===== config.mk =====
export PLATFORM = sky130hd
export DESIGN_NAME = cmd_parser_flat
export DESIGN_NICKNAME = d
export VERILOG_FILES = /design/src/rtl/cmd_pkg.sv /design/src/rtl/cmd_parser_if.sv /design/src/rtl/cmd_parser.sv /design/src/flat_wrapper.sv
export SDC_FILE = /design/constraint.sdc
export NUM_CORES = 1
export LEC_CHECK = 0
export BUFFER_PORTS_ARGS = -buffer_cell sky130_fd_sc_hd__buf_2
export CORE_MARGIN = 5
export CORE_UTILIZATION = 35
export DETAILED_ROUTE_END_ITERATION = 7
export PLACE_DENSITY = 0.61
export SYNTH_ARGS = -nofsm -noshare
export SYNTH_HDL_FRONTEND = slang
export SYNTH_SLANG_ARGS = --single-unit

===== constraint.sdc =====
create_clock -name clk -period 1.8 [get_ports clk]
set_clock_uncertainty 0.15 [all_clocks]
set_input_delay 0.18 -clock clk [delete_from_list [all_inputs] [get_ports clk]]
set_output_delay 0.18 -clock clk [all_outputs]
set_load 0.02 [all_outputs]

===== src/rtl/cmd_pkg.sv =====
// rtl/cmd_pkg.sv - shared constants, FSM state and reply-kind enums for cmd_parser
package cmd_pkg;

  localparam logic [7:0] SYNC  = 8'hA5;
  localparam logic [7:0] OP_WR = 8'h57;
  localparam logic [7:0] OP_RD = 8'h52;
  localparam logic [7:0] ACK   = 8'h06;
  localparam logic [7:0] NAK   = 8'h15;

  localparam int DATA_W = 16;
  localparam int ADDR_W = 8;

  typedef enum logic [3:0] {
    S_IDLE, S_CMD, S_ADDR, S_DHI, S_DLO, S_CHK, S_EXEC, S_RDWAIT, S_RESP
  } state_e;

  typedef enum logic [1:0] {
    RSP_ACK, RSP_NAK, RSP_RD
  } rsp_e;

  function automatic logic [7:0] xor4(input logic [7:0] a, input logic [7:0] b,
                                      input logic [7:0] c, input logic [7:0] d);
    return a ^ b ^ c ^ d;
  endfunction

endpackage


===== src/rtl/cmd_parser_if.sv =====
// rtl/cmd_parser_if.sv - RX/TX byte FIFO and register-bus signals of cmd_parser
interface cmd_parser_if;

  logic [7:0]                  rx_fifo_data;
  logic                        rx_fifo_empty;
  logic                        rx_fifo_rd_en;
  logic [7:0]                  tx_fifo_data;
  logic                        tx_fifo_wr_en;
  logic                        tx_fifo_full;
  logic [cmd_pkg::ADDR_W-1:0]  reg_addr;
  logic [cmd_pkg::DATA_W-1:0]  reg_wdata;
  logic                        reg_wr_en;
  logic                        reg_rd_en;
  logic [cmd_pkg::DATA_W-1:0]  reg_rdata;
  logic                        reg_rd_valid;
  logic [7:0]                  err_cnt;

  modport master (
    input  rx_fifo_data, rx_fifo_empty, tx_fifo_full, reg_rdata, reg_rd_valid,
    output rx_fifo_rd_en, tx_fifo_data, tx_fifo_wr_en, reg_addr, reg_wdata,
           reg_wr_en, reg_rd_en, err_cnt
  );

  modport slave (
    output rx_fifo_data, rx_fifo_empty, tx_fifo_full, reg_rdata, reg_rd_valid,
    input  rx_fifo_rd_en, tx_fifo_data, tx_fifo_wr_en, reg_addr, reg_wdata,
           reg_wr_en, reg_rd_en, err_cnt
  );

endinterface


===== src/rtl/cmd_parser.sv =====
// rtl/cmd_parser.sv - host command frame decoder driving the register bus and reply FIFO
// CMD_CHECKSUM_EN adds a trailing XOR check byte to frames and to read replies.
module cmd_parser
  import cmd_pkg::*;
#(
  parameter int P_DATA_W      = DATA_W,
  parameter int P_ADDR_W      = ADDR_W,
  parameter int P_TIMEOUT_CYC = 500_000
) (
  input  logic          clk,
  input  logic          rst_n,
  cmd_parser_if.master  bus
);

  localparam int TO_W = $clog2(P_TIMEOUT_CYC);
  localparam logic [TO_W-1:0] TO_MAX = TO_W'(P_TIMEOUT_CYC - 1);
`ifdef CMD_CHECKSUM_EN
  localparam logic [2:0] RD_LAST = 3'd4;
`else
  localparam logic [2:0] RD_LAST = 3'd3;
`endif

  state_e              state_q, state_d;
  rsp_e                rsp_q, rsp_d;
  logic                inflight_q, inflight_d;
  logic [TO_W-1:0]     to_q, to_d;
  logic                bad_q, bad_d;
  logic                rd_q, rd_d;
  logic [P_ADDR_W-1:0] addr_q, addr_d;
  logic [P_DATA_W-1:0] data_q, data_d;
  logic [2:0]          idx_q, idx_d;
  logic [7:0]          err_q, err_d;
`ifdef CMD_CHECKSUM_EN
  logic [7:0]          cmd_q, cmd_d;
`endif

  logic       rx_phase, armed, rd_en_c, reg_wr_c, reg_rd_c, tx_wr_c;
  logic [7:0] rx_byte, err_inc, rsp_byte, rsp_last;

  assign rx_byte  = bus.rx_fifo_data;
  assign rx_phase = (state_q == S_IDLE) || (state_q == S_CMD) || (state_q == S_ADDR) ||
                    (state_q == S_DHI)  || (state_q == S_DLO) || (state_q == S_CHK);
  assign armed    = rx_phase && (state_q != S_IDLE);
  assign err_inc  = (err_q == 8'hFF) ? err_q : err_q + 8'd1;
  assign rsp_last = (rsp_q == RSP_RD) ? {5'd0, RD_LAST} : 8'd0;

  always_comb begin
    rsp_byte = 8'h00;
    case (rsp_q)
      RSP_ACK: rsp_byte = ACK;
      RSP_NAK: rsp_byte = NAK;
      default: begin
        case (idx_q)
          3'd0:    rsp_byte = SYNC;
          3'd1:    rsp_byte = addr_q;
          3'd2:    rsp_byte = data_q[15:8];
          3'd3:    rsp_byte = data_q[7:0];
          default: rsp_byte = xor4(8'h00, addr_q, data_q[15:8], data_q[7:0]);
        endcase
      end
    endcase
  end

  always_comb begin
    state_d  = state_q;
    rsp_d    = rsp_q;
    to_d     = '0;
    bad_d    = bad_q;
    rd_d     = rd_q;
    addr_d   = addr_q;
    data_d   = data_q;
    idx_d    = idx_q;
    err_d    = err_q;
`ifdef CMD_CHECKSUM_EN
    cmd_d    = cmd_q;
`endif
    reg_wr_c = 1'b0;
    reg_rd_c = 1'b0;
    tx_wr_c  = 1'b0;
    // Only one pop outstanding: the popped byte is consumed the cycle after rd_en.
    rd_en_c    = rx_phase && !bus.rx_fifo_empty && !inflight_q;
    inflight_d = rd_en_c;

    case (state_q)
      S_IDLE: if (inflight_q && rx_byte == SYNC) begin
        state_d = S_CMD;
        bad_d   = 1'b0;
      end
      S_CMD: if (inflight_q) begin
        rd_d    = (rx_byte == OP_RD);
        bad_d   = (rx_byte != OP_RD) && (rx_byte != OP_WR);
`ifdef CMD_CHECKSUM_EN
        cmd_d   = rx_byte;
`endif
        state_d = S_ADDR;
      end
      S_ADDR: if (inflight_q) begin
        addr_d  = rx_byte;
        state_d = S_DHI;
      end
      S_DHI: if (inflight_q) begin
        data_d[15:8] = rx_byte;
        state_d      = S_DLO;
      end
      S_DLO: if (inflight_q) begin
        data_d[7:0] = rx_byte;
`ifdef CMD_CHECKSUM_EN
        state_d     = S_CHK;
`else
        state_d     = S_EXEC;
`endif
      end
`ifdef CMD_CHECKSUM_EN
      S_CHK: if (inflight_q) begin
        if (rx_byte != xor4(cmd_q, addr_q, data_q[15:8], data_q[7:0])) bad_d = 1'b1;
        state_d = S_EXEC;
      end
`endif
      S_EXEC: begin
        idx_d   = 3'd0;
        state_d = S_RESP;
        if (bad_q) begin
          rsp_d = RSP_NAK;
          err_d = err_inc;
        end else if (rd_q) begin
          reg_rd_c = 1'b1;
          rsp_d    = RSP_RD;
          state_d  = S_RDWAIT;
        end else begin
          reg_wr_c = 1'b1;
          rsp_d    = RSP_ACK;
        end
      end
      S_RDWAIT: if (bus.reg_rd_valid) begin
        data_d  = bus.reg_rdata;
        state_d = S_RESP;
      end
      S_RESP: if (!bus.tx_fifo_full) begin
        tx_wr_c = 1'b1;
        if ({5'd0, idx_q} == rsp_last) begin
          idx_d   = 3'd0;
          state_d = S_IDLE;
        end else begin
          idx_d = idx_q + 3'd1;
        end
      end
      default: state_d = S_IDLE;
    endcase

    // An arriving byte always wins over an expiring inter-byte timer.
    if (armed && !inflight_q) begin
      if (to_q == TO_MAX) begin
        state_d = S_IDLE;
        err_d   = err_inc;
      end else begin
        to_d = to_q + 1'b1;
      end
    end
  end

  always_ff @(posedge clk or negedge rst_n) begin
    if (!rst_n) begin
      state_q    <= S_IDLE;
      rsp_q      <= RSP_ACK;
      inflight_q <= 1'b0;
      to_q       <= '0;
      bad_q      <= 1'b0;
      rd_q       <= 1'b0;
      addr_q     <= '0;
      data_q     <= '0;
      idx_q      <= '0;
      err_q      <= '0;
`ifdef CMD_CHECKSUM_EN
      cmd_q      <= '0;
`endif
    end else begin
      state_q    <= state_d;
      rsp_q      <= rsp_d;
      inflight_q <= inflight_d;
      to_q       <= to_d;
      bad_q      <= bad_d;
      rd_q       <= rd_d;
      addr_q     <= addr_d;
      data_q     <= data_d;
      idx_q      <= idx_d;
      err_q      <= err_d;
`ifdef CMD_CHECKSUM_EN
      cmd_q      <= cmd_d;
`endif
    end
  end

  assign bus.rx_fifo_rd_en = rd_en_c;
  assign bus.tx_fifo_wr_en = tx_wr_c;
  assign bus.tx_fifo_data  = (state_q == S_RESP) ? rsp_byte : 8'h00;
  assign bus.reg_addr      = addr_q;
  assign bus.reg_wdata     = data_q;
  assign bus.reg_wr_en     = reg_wr_c;
  assign bus.reg_rd_en     = reg_rd_c;
  assign bus.err_cnt       = err_q;

endmodule


===== src/flat_wrapper.sv =====
// flat-port wrapper written by rule: the top's interface ports become plain ports
module cmd_parser_flat import cmd_pkg::*;
#(
  parameter int P_DATA_W      = DATA_W,
  parameter int P_ADDR_W      = ADDR_W,
  parameter int P_TIMEOUT_CYC = 500_000
)
  (clk, rst_n, bus_rx_fifo_data, bus_rx_fifo_empty, bus_tx_fifo_full, bus_reg_rdata, bus_reg_rd_valid, bus_rx_fifo_rd_en, bus_tx_fifo_data, bus_tx_fifo_wr_en, bus_reg_addr, bus_reg_wdata, bus_reg_wr_en, bus_reg_rd_en, bus_err_cnt);
  cmd_parser_if bus_i ();
  input  logic clk;
  input  logic rst_n;
  input wire logic [$bits(bus_i.rx_fifo_data)-1:0] bus_rx_fifo_data;
  input wire logic [$bits(bus_i.rx_fifo_empty)-1:0] bus_rx_fifo_empty;
  input wire logic [$bits(bus_i.tx_fifo_full)-1:0] bus_tx_fifo_full;
  input wire logic [$bits(bus_i.reg_rdata)-1:0] bus_reg_rdata;
  input wire logic [$bits(bus_i.reg_rd_valid)-1:0] bus_reg_rd_valid;
  output wire logic [$bits(bus_i.rx_fifo_rd_en)-1:0] bus_rx_fifo_rd_en;
  output wire logic [$bits(bus_i.tx_fifo_data)-1:0] bus_tx_fifo_data;
  output wire logic [$bits(bus_i.tx_fifo_wr_en)-1:0] bus_tx_fifo_wr_en;
  output wire logic [$bits(bus_i.reg_addr)-1:0] bus_reg_addr;
  output wire logic [$bits(bus_i.reg_wdata)-1:0] bus_reg_wdata;
  output wire logic [$bits(bus_i.reg_wr_en)-1:0] bus_reg_wr_en;
  output wire logic [$bits(bus_i.reg_rd_en)-1:0] bus_reg_rd_en;
  output wire logic [$bits(bus_i.err_cnt)-1:0] bus_err_cnt;
  assign bus_i.rx_fifo_data = bus_rx_fifo_data;
  assign bus_i.rx_fifo_empty = bus_rx_fifo_empty;
  assign bus_i.tx_fifo_full = bus_tx_fifo_full;
  assign bus_i.reg_rdata = bus_reg_rdata;
  assign bus_i.reg_rd_valid = bus_reg_rd_valid;
  assign bus_rx_fifo_rd_en = bus_i.rx_fifo_rd_en;
  assign bus_tx_fifo_data = bus_i.tx_fifo_data;
  assign bus_tx_fifo_wr_en = bus_i.tx_fifo_wr_en;
  assign bus_reg_addr = bus_i.reg_addr;
  assign bus_reg_wdata = bus_i.reg_wdata;
  assign bus_reg_wr_en = bus_i.reg_wr_en;
  assign bus_reg_rd_en = bus_i.reg_rd_en;
  assign bus_err_cnt = bus_i.err_cnt;
  cmd_parser #(.P_DATA_W(P_DATA_W), .P_ADDR_W(P_ADDR_W), .P_TIMEOUT_CYC(P_TIMEOUT_CYC)) u_core (.clk(clk), .rst_n(rst_n), .bus(bus_i));
endmodule

==> impl.org <==
** Synthesis
- Syn Inst Count :: 395
- After synthesis, flip-flops and latches occupy 43.5% of the total area.
- Most numerous cell in the Yosys netlist :: sky130_fd_sc_hd__dfrtp_1
- Post-synthesis instance area :: 0.00363 mm²
- Unique masters post-synth :: 51
- When the netlist entered floorplanning its net count stood at 431.
- The commonest cells after synthesis are sky130_fd_sc_hd__dfrtp_1, sky130_fd_sc_hd__nor2_1, sky130_fd_sc_hd__a21oi_1.
- Summed over all instances, the cell type with the most area after synthesis is sky130_fd_sc_hd__dfrtp_1.
- Flip-flop cell with the highest count after synthesis :: sky130_fd_sc_hd__dfrtp_1
- Average cell area after synthesis :: 9.18 µm²
- Area contributors post-synth :: sky130_fd_sc_hd__dfrtp_1, sky130_fd_sc_hd__a21oi_1, sky130_fd_sc_hd__nor2_1, sky130_fd_sc_hd__xnor2_1, sky130_fd_sc_hd__xor2_1
- Warnings, synthesis :: 0
- In this run, synthesis inferred 0 flip-flops with an integrated enable.
- Async set-or-reset flop fraction in the synthesized netlist :: 100%
- In this run, synthesis produced a sequential element count of 63.
- Of the post-synthesis cell area, the dominant cell type holds 43.5%.

** Flow run
- Max-cap violations in this run came to 0.

** Clock network
- Bufs on Longest Clock Path :: 2
- The H-tree was split into 3 levels.
- Clock Latency Late Sink :: 0.34 ns
- Root buffer selected by CTS :: sky130_fd_sc_hd__clkbuf_8
- TritonCTS built the clock tree.
- Buffers inserted during clock tree synthesis total 9.
- Clock input transition at the sequential cells of the worst setup and hold paths :: 0.06 ns
- Clock sink count :: 63

** Critical path
- Setup slack on the worst reg-to-reg path comes out at -0.38 ns.
- For the worst setup path, the data arrival time is 2.10 ns.
- CP Data Required Time :: 1.47 ns
- Critical path class :: flop to output port
- The startpoint identified for the worst register-to-register timing path is u_core.state_q[3].
- The number of cells on the worst reg-to-reg path is 7.
- The most critical setup path has its endpoint at bus_tx_fifo_data[1].
- Critical path peak fanout :: 5
- STA classifies the critical path endpoint as an output port.
- Type of element launching the critical path :: flop
- The critical path starts at u_core.idx_q[1].
- Destination of the worst register-to-register timing path :: u_core.bus.err_cnt[1]

** Layout
- The finished cells cover 0.00623 mm².
- P&R area growth vs syn :: 71.7%
- Net count of the finished layout :: 628
- In the final layout, the share of cells above drive strength 1 is 53.9%.
- Number of diodes :: 0

** Global route
- In the global route stage, overall resource usage came out at 18.4%.
- Vias in the first global route :: 3810
- The total overflow left after global routing is 0.
- Pin count of the biggest net entering global routing :: 64
- Wire length of the first global-routing pass :: 19000 µm
- Initial antenna violation count :: 0

** Drt
- DRT Pass-1 Iters :: 5
- Number of design rule violations left after detail routing :: 0
- Iteration-0 DRC count of the detailed router :: 206
- Vias :: 3785
- Post-Route WL :: 12400 µm
- The detail route stage leaves a number of antenna-violating nets equal to 0.
- Via density per instance :: 5.16
- Routed WL per cell :: 17.0 µm

** Hold path
- In this run the worst hold path is classified as primary input to flop.
- Worst Hold Depth :: 3

** Placed design
- Buffers added on ports :: 72
- Summing all placed instances gives a cell area of 0.00477 mm².
- Final HPWL DP :: 7570 µm
- Gpl congestion :: 0.899
- Post-place setup slack :: -0.256 ns

** Die
- The core region is 0.0102 mm².
- Initial standard-cell utilization of the core :: 35.4%
- Die extent in x :: 112 µm
- Measured along the y axis, the die boundary spans 112 µm.
- Ports placed on the boundary :: 73
- The floorplan has 37 rows.
- The die covers 0.0125 mm².

** Power and ir drop
- The completed layout was analyzed and its total power is 8.89 mW.
- Pleak :: 2.77 nW
- Across the VDD grid, the largest voltage drop is 0.632 mV.
- For this design the ratio of total power to cell area is 1430 mW/mm².

** STA
- Setup violations remaining at the end of the flow were counted as 39.
- Dividing the final minimum period by the clock period gives 135%.
- Min Tclk post-route :: 2.43 ns
- Actual transition at the worst max-transition pin :: 0.412 ns
- Final worst setup slack :: -0.632 ns
- Timing-limited maximum frequency :: 0.411 GHz
- Relative slew slack :: 72.3%
- The number of max-slew violations in the final report came to 0.
- RSZ-0062 raised after global routing :: yes
- In the final timing run, aggregate negative setup slack is -9.32 ns.
- Final hold viol count :: 0

** Outcome
- The final reports fail on negative setup slack.
- The flow ran to the end, but the final reports show violations.
-- logic make-up after synthesis --
group,count (synthesis),share of synthesized area [%]
compound gates,83,14.2
xor+xnor,34,8.21
fa+ha+maj,7,2.42
buf+inv,28,3.17
flops,63,43.5
mux,15,4.55
simple gates,165,24.0
-- metrics by stage --
step	util (%)	std cells	hold slack, ns
floorplan	-	395	-0.266
global placement	46.6	653	0.0695
detailed placement	46.6	653	0.0771
CTS	55.7	712	0.00125
global route	60.9	733	0.0192
finish	60.9	733	0.00145
-- worst min-delay path by stage --
stage,start,endpoint
2_1_floorplan,rst_n,u_core.bad_q
3_3_place_gp,rst_n,u_core.bus.err_cnt[5]
3_5_place_dp,rst_n,u_core.bus.err_cnt[6]
4_1_cts,bus_rx_fifo_data[1],u_core.bus.reg_addr[1]
5_1_grt,bus_rx_fifo_data[1],u_core.bus.reg_addr[1]
6_report,bus_reg_rdata[14],u_core.bus.reg_wdata[14]
-- routing by layer --
layer,up-vias,GRT usage (%),part of all wire (%)
met5,-,0,0
li1,1792,-,-
met4,0,5.11,2.0
met2,108,32.3,53
met1,1860,22.2,40
met3,25,4.57,5.2
-- where the power goes --
group          internal (mW)  leakage, nW  switching, mW
Clock                  0.635       0.0960          0.581
Sequential              1.84        0.801          0.560
Combinational           2.57         1.87           2.70
-- critical path, stage by stage, from the launching register on --
cell	delay, ns
sky130_fd_sc_hd__dfrtp_2	0.47
sky130_fd_sc_hd__inv_4	0.08
sky130_fd_sc_hd__ha_4	0.18
sky130_fd_sc_hd__nor3_4	0.22
sky130_fd_sc_hd__nor2_2	0.07
sky130_fd_sc_hd__nor2_4	0.20
sky130_fd_sc_hd__a31oi_4	0.12
sky130_fd_sc_hd__a221oi_2	0.25
sky130_fd_sc_hd__buf_4	0.18
-- registers in the layout (all words and copies together), names as in the netlist --
| signal | count |
|---|---|
| u_core.to_q | 19 |
| u_core.bus.reg_wdata | 16 |
| u_core.bus.err_cnt | 8 |
| u_core.bus.reg_addr | 8 |
| u_core.state_q | 4 |
| u_core.idx_q | 3 |
| u_core.rsp_q | 2 |
| u_core.bad_q | 1 |
| u_core.inflight_q | 1 |
| u_core.rd_q | 1 |
-- cell usage in the layout, fill, tap and decap left out, types with 10 or more instances in the layout --
cell	n
sky130_fd_sc_hd__a21oi_1	32
sky130_fd_sc_hd__a21oi_2	13
sky130_fd_sc_hd__buf_2	61
sky130_fd_sc_hd__buf_4	69
sky130_fd_sc_hd__buf_6	35
sky130_fd_sc_hd__dfrtp_1	59
sky130_fd_sc_hd__dlygate4sd3_1	21
sky130_fd_sc_hd__inv_1	11
sky130_fd_sc_hd__nand2_1	24
sky130_fd_sc_hd__nand3_1	10
sky130_fd_sc_hd__nor2_1	27
sky130_fd_sc_hd__nor2_2	20
sky130_fd_sc_hd__nor2b_1	10
sky130_fd_sc_hd__xnor2_1	19
sky130_fd_sc_hd__xor2_1	12
-- timing repair --
action | in CTS | in global routing
buffers inserted | 19 | 28
endpoints found under the setup margin | 46 | 71
resized for setup | 90 | 95
gates cloned | 4 | 2
endpoints found under the hold margin | 82 | 0
pin swaps | 25 | 56
hold buffers | 21 | 0
-- cell type report --
class	count	area, µm²
Timing Repair Buffer	197	1630
Multi-Input combinational cell	307	2600
Inverter	14	60.1
Tap cell	136	170
Clock inverter	6	61.3
Sequential cell	63	1580
Fill cell	833	4000
Clock buffer	10	128
Power figures use the tool's default switching activity.
